--- config.mk ---
export PLATFORM = sky130hd
export DESIGN_NAME = wbu
export DESIGN_NICKNAME = d
export VERILOG_FILES = /design/src/rtl/npc_wbu_pkg.sv /design/src/rtl/wbu_arb.sv /design/src/rtl/wbu.sv
export SDC_FILE = /design/constraint.sdc
export NUM_CORES = 1
export LEC_CHECK = 0
export ABC_CLOCK_PERIOD_IN_PS = 3900
export CORE_MARGIN = 1
export CORE_UTILIZATION = 45
export CTS_CLUSTER_SIZE = 40
export DETAILED_ROUTE_END_ITERATION = 8
export PLACE_DENSITY_LB_ADDON = 0.05
export SKIP_CTS_REPAIR_TIMING = 1
export SYNTH_ARGS = -nofsm -noshare
export SYNTH_HDL_FRONTEND = slang
export SYNTH_HIERARCHICAL = 1
export SYNTH_SLANG_ARGS = --single-unit
--- constraint.sdc ---
create_clock -name clk -period 3.9 [get_ports clk]
set_clock_uncertainty 0.15 [all_clocks]
set_input_delay 1.17 -clock clk [delete_from_list [all_inputs] [get_ports clk]]
set_output_delay 1.17 -clock clk [all_outputs]
set_load 0.02 [all_outputs]
--- src/rtl/npc_wbu_pkg.sv ---
// Shared types and constants for the writeback unit: grant source encoding,
// default starvation limit and the register-count helper.
package npc_wbu_pkg;

  localparam int STARVE_LIMIT_DEF = 3;

  typedef enum logic [1:0] {
    SRC_NONE = 2'd0,
    SRC_EXU  = 2'd1,
    SRC_LSU  = 2'd2
  } wb_src_e;

  function automatic int nreg(input int addr_width);
    return 1 << addr_width;
  endfunction

endpackage

--- src/rtl/wbu_arb.sv ---
// Writeback arbiter: LSU has priority, but an EXU that has lost STARVE_LIMIT
// times in a row is forced through. Readies depend only on valids and starve.
module wbu_arb
  import npc_wbu_pkg::*;
#(
  parameter int STARVE_LIMIT = STARVE_LIMIT_DEF
) (
  input  logic    clk,
  input  logic    rst,
  input  logic    exu_valid,
  input  logic    lsu_valid,
  output wb_src_e grant,
  output logic    exu_ready,
  output logic    lsu_ready
);

  localparam logic [1:0] LIMIT = 2'(STARVE_LIMIT);

  logic [1:0] starve_q, starve_d;

  always_comb begin
    grant = SRC_NONE;
    if (!rst) begin
      if (exu_valid && (!lsu_valid || starve_q == LIMIT)) begin
        grant = SRC_EXU;
      end else if (lsu_valid) begin
        grant = SRC_LSU;
      end
    end
  end

  assign exu_ready = (grant == SRC_EXU);
  assign lsu_ready = (grant == SRC_LSU);

  // Count only cycles where the EXU was waiting and lost to the LSU.
  always_comb begin
    if (grant == SRC_EXU || !exu_valid) begin
      starve_d = 2'd0;
    end else begin
      starve_d = starve_q + 2'd1;
    end
  end

  always_ff @(posedge clk) begin
    if (rst) begin
      starve_q <= 2'd0;
    end else begin
      starve_q <= starve_d;
    end
  end

endmodule

--- src/rtl/wbu.sv ---
// Writeback unit top: registers one register-file write per cycle from the
// arbitrated EXU/LSU channel and tracks outstanding writes per register.
module wbu
  import npc_wbu_pkg::*;
#(
  parameter int ADDR_WIDTH   = 5,
  parameter int DATA_WIDTH   = 32,
  parameter int STARVE_LIMIT = STARVE_LIMIT_DEF,
  localparam int NREG        = nreg(ADDR_WIDTH)
) (
  input  logic                  clk,
  input  logic                  rst,
  input  logic                  iss_valid,
  input  logic [ADDR_WIDTH-1:0] iss_rd,
  input  logic                  exu_valid,
  output logic                  exu_ready,
  input  logic [ADDR_WIDTH-1:0] exu_rd,
  input  logic [DATA_WIDTH-1:0] exu_data,
  input  logic                  lsu_valid,
  output logic                  lsu_ready,
  input  logic [ADDR_WIDTH-1:0] lsu_rd,
  input  logic [DATA_WIDTH-1:0] lsu_data,
  output logic                  rf_wen,
  output logic [ADDR_WIDTH-1:0] rf_rd,
  output logic [DATA_WIDTH-1:0] rf_wdata,
  output logic [NREG-1:0]       busy
);

  wb_src_e grant;

  logic                  rf_wen_q, rf_wen_d;
  logic [ADDR_WIDTH-1:0] rf_rd_q, rf_rd_d;
  logic [DATA_WIDTH-1:0] rf_wdata_q, rf_wdata_d;
  logic [NREG-1:0]       busy_q, busy_d;

  wbu_arb #(
    .STARVE_LIMIT(STARVE_LIMIT)
  ) u_arb (
    .clk      (clk),
    .rst      (rst),
    .exu_valid(exu_valid),
    .lsu_valid(lsu_valid),
    .grant    (grant),
    .exu_ready(exu_ready),
    .lsu_ready(lsu_ready)
  );

  // Writes to x0 are consumed but never reach the register file.
  always_comb begin
    rf_wen_d   = 1'b0;
    rf_rd_d    = rf_rd_q;
    rf_wdata_d = rf_wdata_q;
    case (grant)
      SRC_EXU: begin
        rf_wen_d   = (exu_rd != '0);
        rf_rd_d    = exu_rd;
        rf_wdata_d = exu_data;
      end
      SRC_LSU: begin
        rf_wen_d   = (lsu_rd != '0);
        rf_rd_d    = lsu_rd;
        rf_wdata_d = lsu_data;
      end
      default: ;
    endcase
  end

  // Clear applied first so a same-cycle issue to the same register wins.
  always_comb begin
    busy_d = busy_q;
    if (rf_wen_q) begin
      busy_d[rf_rd_q] = 1'b0;
    end
    if (iss_valid && iss_rd != '0) begin
      busy_d[iss_rd] = 1'b1;
    end
    busy_d[0] = 1'b0;
  end

  always_ff @(posedge clk) begin
    if (rst) begin
      rf_wen_q   <= 1'b0;
      rf_rd_q    <= '0;
      rf_wdata_q <= '0;
      busy_q     <= '0;
    end else begin
      rf_wen_q   <= rf_wen_d;
      rf_rd_q    <= rf_rd_d;
      rf_wdata_q <= rf_wdata_d;
      busy_q     <= busy_d;
    end
  end

  assign rf_wen   = rf_wen_q;
  assign rf_rd    = rf_rd_q;
  assign rf_wdata = rf_wdata_q;
  assign busy     = busy_q;

endmodule

==> results of run 1 <==
==> area by class of cell <==
cell class              count  area share, %
multi-input cells         247           35.4
repair buffers            159           30.5
flip-flops and latches     71           27.5
clock buffers               9           2.40
well taps                  99           2.40
clock inverters             7           1.41
inverters                   5          0.364
==> worst paths after layout <==
check | start | cells after the start | slack, ns | endpoint
min reg2reg | u_arb/starve_q[0]$_SDFF_PP0_ | 1 | 0.28 | u_arb/starve_q[0]$_SDFF_PP0_
min | u_arb/starve_q[0]$_SDFF_PP0_ | 1 | 0.28 | u_arb/starve_q[0]$_SDFF_PP0_
max reg2reg | u_arb/starve_q[0]$_SDFF_PP0_ | 6 | 1.36 | rf_wdata[30]$_SDFFE_PP0P_
max | lsu_valid | 4 | 0.11 | exu_ready
==> synth_stat cells <==
cell type / instances
mux2_4: 19
nand4b_1: 1
ha_1: 3
buf_1: 2
clkbuf_1: 3
o211a_1: 2
o21ai_1: 28
nand2b_1: 1
buf_4: 4
conb_1: 1
nor3b_1: 1
inv_1: 5
or3_1: 2
o21ai_0: 36
buf_6: 4
nor2b_1: 25
nand3b_1: 8
or3b_1: 4
and2b_1: 6
nand3_1: 3
mux2_2: 18
or3b_4: 1
nand2_1: 3
mux2i_1: 37
dfxtp_1: 71
nand4bb_1: 2
a211oi_1: 3
or4_1: 2
buf_2: 3
clkbuf_2: 1
nor2_1: 41
==> metal layers <==
layer  up-vias  GRT usage, %  part of all wire (%)
met5         -             0                     0
met2       120          37.8                    49
met1      1406          27.7                    41
li1       1498             -                     -
met4         0          9.53                   1.7
met3        13          7.65                   8.8
==> sequential cells by signal (all words and copies together), names as in the netlist <==
register	flops
busy	31
u_arb/starve_q	2
rf_wdata	32
rf_rd	5
rf_wen	1
==> metrics by stage <==
stage / hold WS [ns] / total power, mW / instance area, sq um / util (%)
after global routing: 0.288 / 1.80 / 5160 / 71.2
after floorplan: 0.249 / 0.991 / 3380 / -
after global placement: 0.259 / 1.16 / 4960 / 68.4
final: 0.275 / 1.74 / 5160 / 71.2
after CTS: 0.278 / 1.75 / 5160 / 71.1
after detailed placement: 0.262 / 1.17 / 4960 / 68.4
==> power by group <==
group | total [mW] | internal [mW] | switching [mW]
logic | 0.370 | 0.216 | 0.154
clock network | 0.583 | 0.296 | 0.287
registers | 0.782 | 0.758 | 0.0240
total | 1.74 | 1.27 | 0.465
==> kinds of logic (layout without fill, tap and decap cells) <==
family                   Yosys count  count (layout)  share of synthesized area, %
adder cells (fa/ha/maj)            3               3                          1.11
multiplexers                      74              74                          25.4
buffers and inverters             22             180                          3.93
other                              1               1                         0.111
AO/OA/AOI/OAI                     69              69                          10.7
flip-flops                        71              71                          42.1
AND/OR/NAND/NOR                  100             100                          16.6
==> impl_metrics.env, run 1 <==
export IMPL_finalCriticalPeriod_ns=3.79
export IMPL_fmax_ghz=0.264
export IMPL_endpoint_kind="output pin"
export IMPL_cpLargestDelayFamily="buffers and inverters"
export IMPL_cp_common_cell="clkdlybuf4s50_1"
export IMPL_start_util_pct=46.6
export IMPL_most_common_layout_cells="clkdlybuf4s50_1, dfxtp_1, nor2_1"
export IMPL_syn_inst=340
export IMPL_routedWlPerCell_um=14.6
export IMPL_yosys_area_top_type="dfxtp_1"
export IMPL_row_count=31
export IMPL_instances_no_fill=597
export IMPL_worstMarginPinSlew_ns=1.13
export IMPL_die_w_um=88.6
export IMPL_drt_pass1_iter_count=4
export IMPL_leakage_nw=2.11
export IMPL_status="completed"
export IMPL_mostFrequentLayoutCell="clkdlybuf4s50_1"
export IMPL_startpoint_type="input pin"
export IMPL_vias_per_cell=5.09
export IMPL_first_global_vias=2849
export IMPL_seq_area_frac_synth_pct=42.1
export IMPL_cts_made_buffers=9
export IMPL_peakVddDrop_v=0.000194
export IMPL_ys_seq_elements=71
export IMPL_seqCellArea_sq_um=1420
export IMPL_cp_data_arrival_time_ns=2.47
export IMPL_crit_type="in -> out"
export IMPL_finalCritPeriodShare_pct=97.2
export IMPL_clkTransAtPathRegs_ns=0.08
export IMPL_grt_pass1_wl_mm=13.7
export IMPL_die_h_um=88.6
export IMPL_grt_max_degree=46
export IMPL_ys_top_cells_by_area="dfxtp_1, mux2i_1, mux2_4"
export IMPL_drc=0
export IMPL_synthDistinctLibCells=31
export IMPL_tns_ns=0
export IMPL_coreArea_sq_um=7250
export IMPL_crit_required_ns=2.58
export IMPL_powerDensity_nw_per_um2=336
export IMPL_clock_path_buffers=2
export IMPL_vias=3037
export IMPL_n_fill_cell=575
export IMPL_grt_overflow=0
export IMPL_slowest_stage="clkdlybuf4s50_1"
export IMPL_cts_sinks=71
export IMPL_grt_usage_pct=23.0
export IMPL_cts_tree="done"
export IMPL_dieArea_sq_um=7860
export IMPL_drive_above_1_share_pct=12.2
export IMPL_cp_max_fo=4
export IMPL_setup_violations=0
export IMPL_syn_area_per_cell_sq_um=9.93
export IMPL_dr_first_iter_drc_count=90
export IMPL_hpwl_mm=6.34
export IMPL_hold_viol=0
export IMPL_dp_slack_ns=0.0309
export IMPL_maxSlewHeadroom_pct=24.8
export IMPL_syn_num_nets=427
export IMPL_slowest_delay_ns=0.53
export IMPL_portBuffers=154
export IMPL_antenna_cells=0
export IMPL_multi_input_area_sq_um=1830
export IMPL_gp_congestion=0.819
export IMPL_yosys_warnings=6
export IMPL_ios=156
export IMPL_yosysTopAreaCellShare_pct=42.1
export IMPL_syn_area_sq_um=3380
export IMPL_timing_critical_path_buf_inv=3
export IMPL_wl_mm=8.71
export IMPL_rsz0062_at_grt="no"
export IMPL_htreeDepth=3
export IMPL_nNetsFinal=580
export IMPL_root_buffer="clkbuf_8"
export IMPL_drv_slew=0
export IMPL_ant_nets=0
export IMPL_clkLatencyLatePin_ns=0.34
export IMPL_drv_cap=0
export IMPL_antenna_found_initial=0
export IMPL_cp_cell_sequence="clkdlybuf4s50_1, inv_1, o211a_1, clkdlybuf4s50_1"
export IMPL_area_delta_synth_final_pct=52.9
export IMPL_hp_class="reg -> reg"
export IMPL_dpl_cell_count=581
export IMPL_fin_ws_ns=0.108
Power figures use the tool's default switching activity.
==> run 2, diff against run 1 <==
--- a/config.mk
+++ b/config.mk
@@ -8,6 +8,7 @@
 export ABC_CLOCK_PERIOD_IN_PS = 3900
 export CORE_MARGIN = 1
 export CORE_UTILIZATION = 45
+export CTS_BUF_LIST = sky130_fd_sc_hd__clkbuf_4 sky130_fd_sc_hd__clkbuf_8 sky130_fd_sc_hd__clkbuf_16
 export CTS_CLUSTER_SIZE = 40
 export DETAILED_ROUTE_END_ITERATION = 8
 export PLACE_DENSITY_LB_ADDON = 0.05
==> results of run 2 <==
Same layout as run 1: the final DEF is identical, and so are final timing and power.
==> run 3, diff against run 2 <==
--- a/config.mk
+++ b/config.mk
@@ -13,6 +13,7 @@
 export DETAILED_ROUTE_END_ITERATION = 8
 export PLACE_DENSITY_LB_ADDON = 0.05
 export SKIP_CTS_REPAIR_TIMING = 1
+export SKIP_LAST_GASP = 1
 export SYNTH_ARGS = -nofsm -noshare
 export SYNTH_HDL_FRONTEND = slang
 export SYNTH_HIERARCHICAL = 1
==> results of run 3 <==
Same layout as run 1: the final DEF is identical, and so are final timing and power.
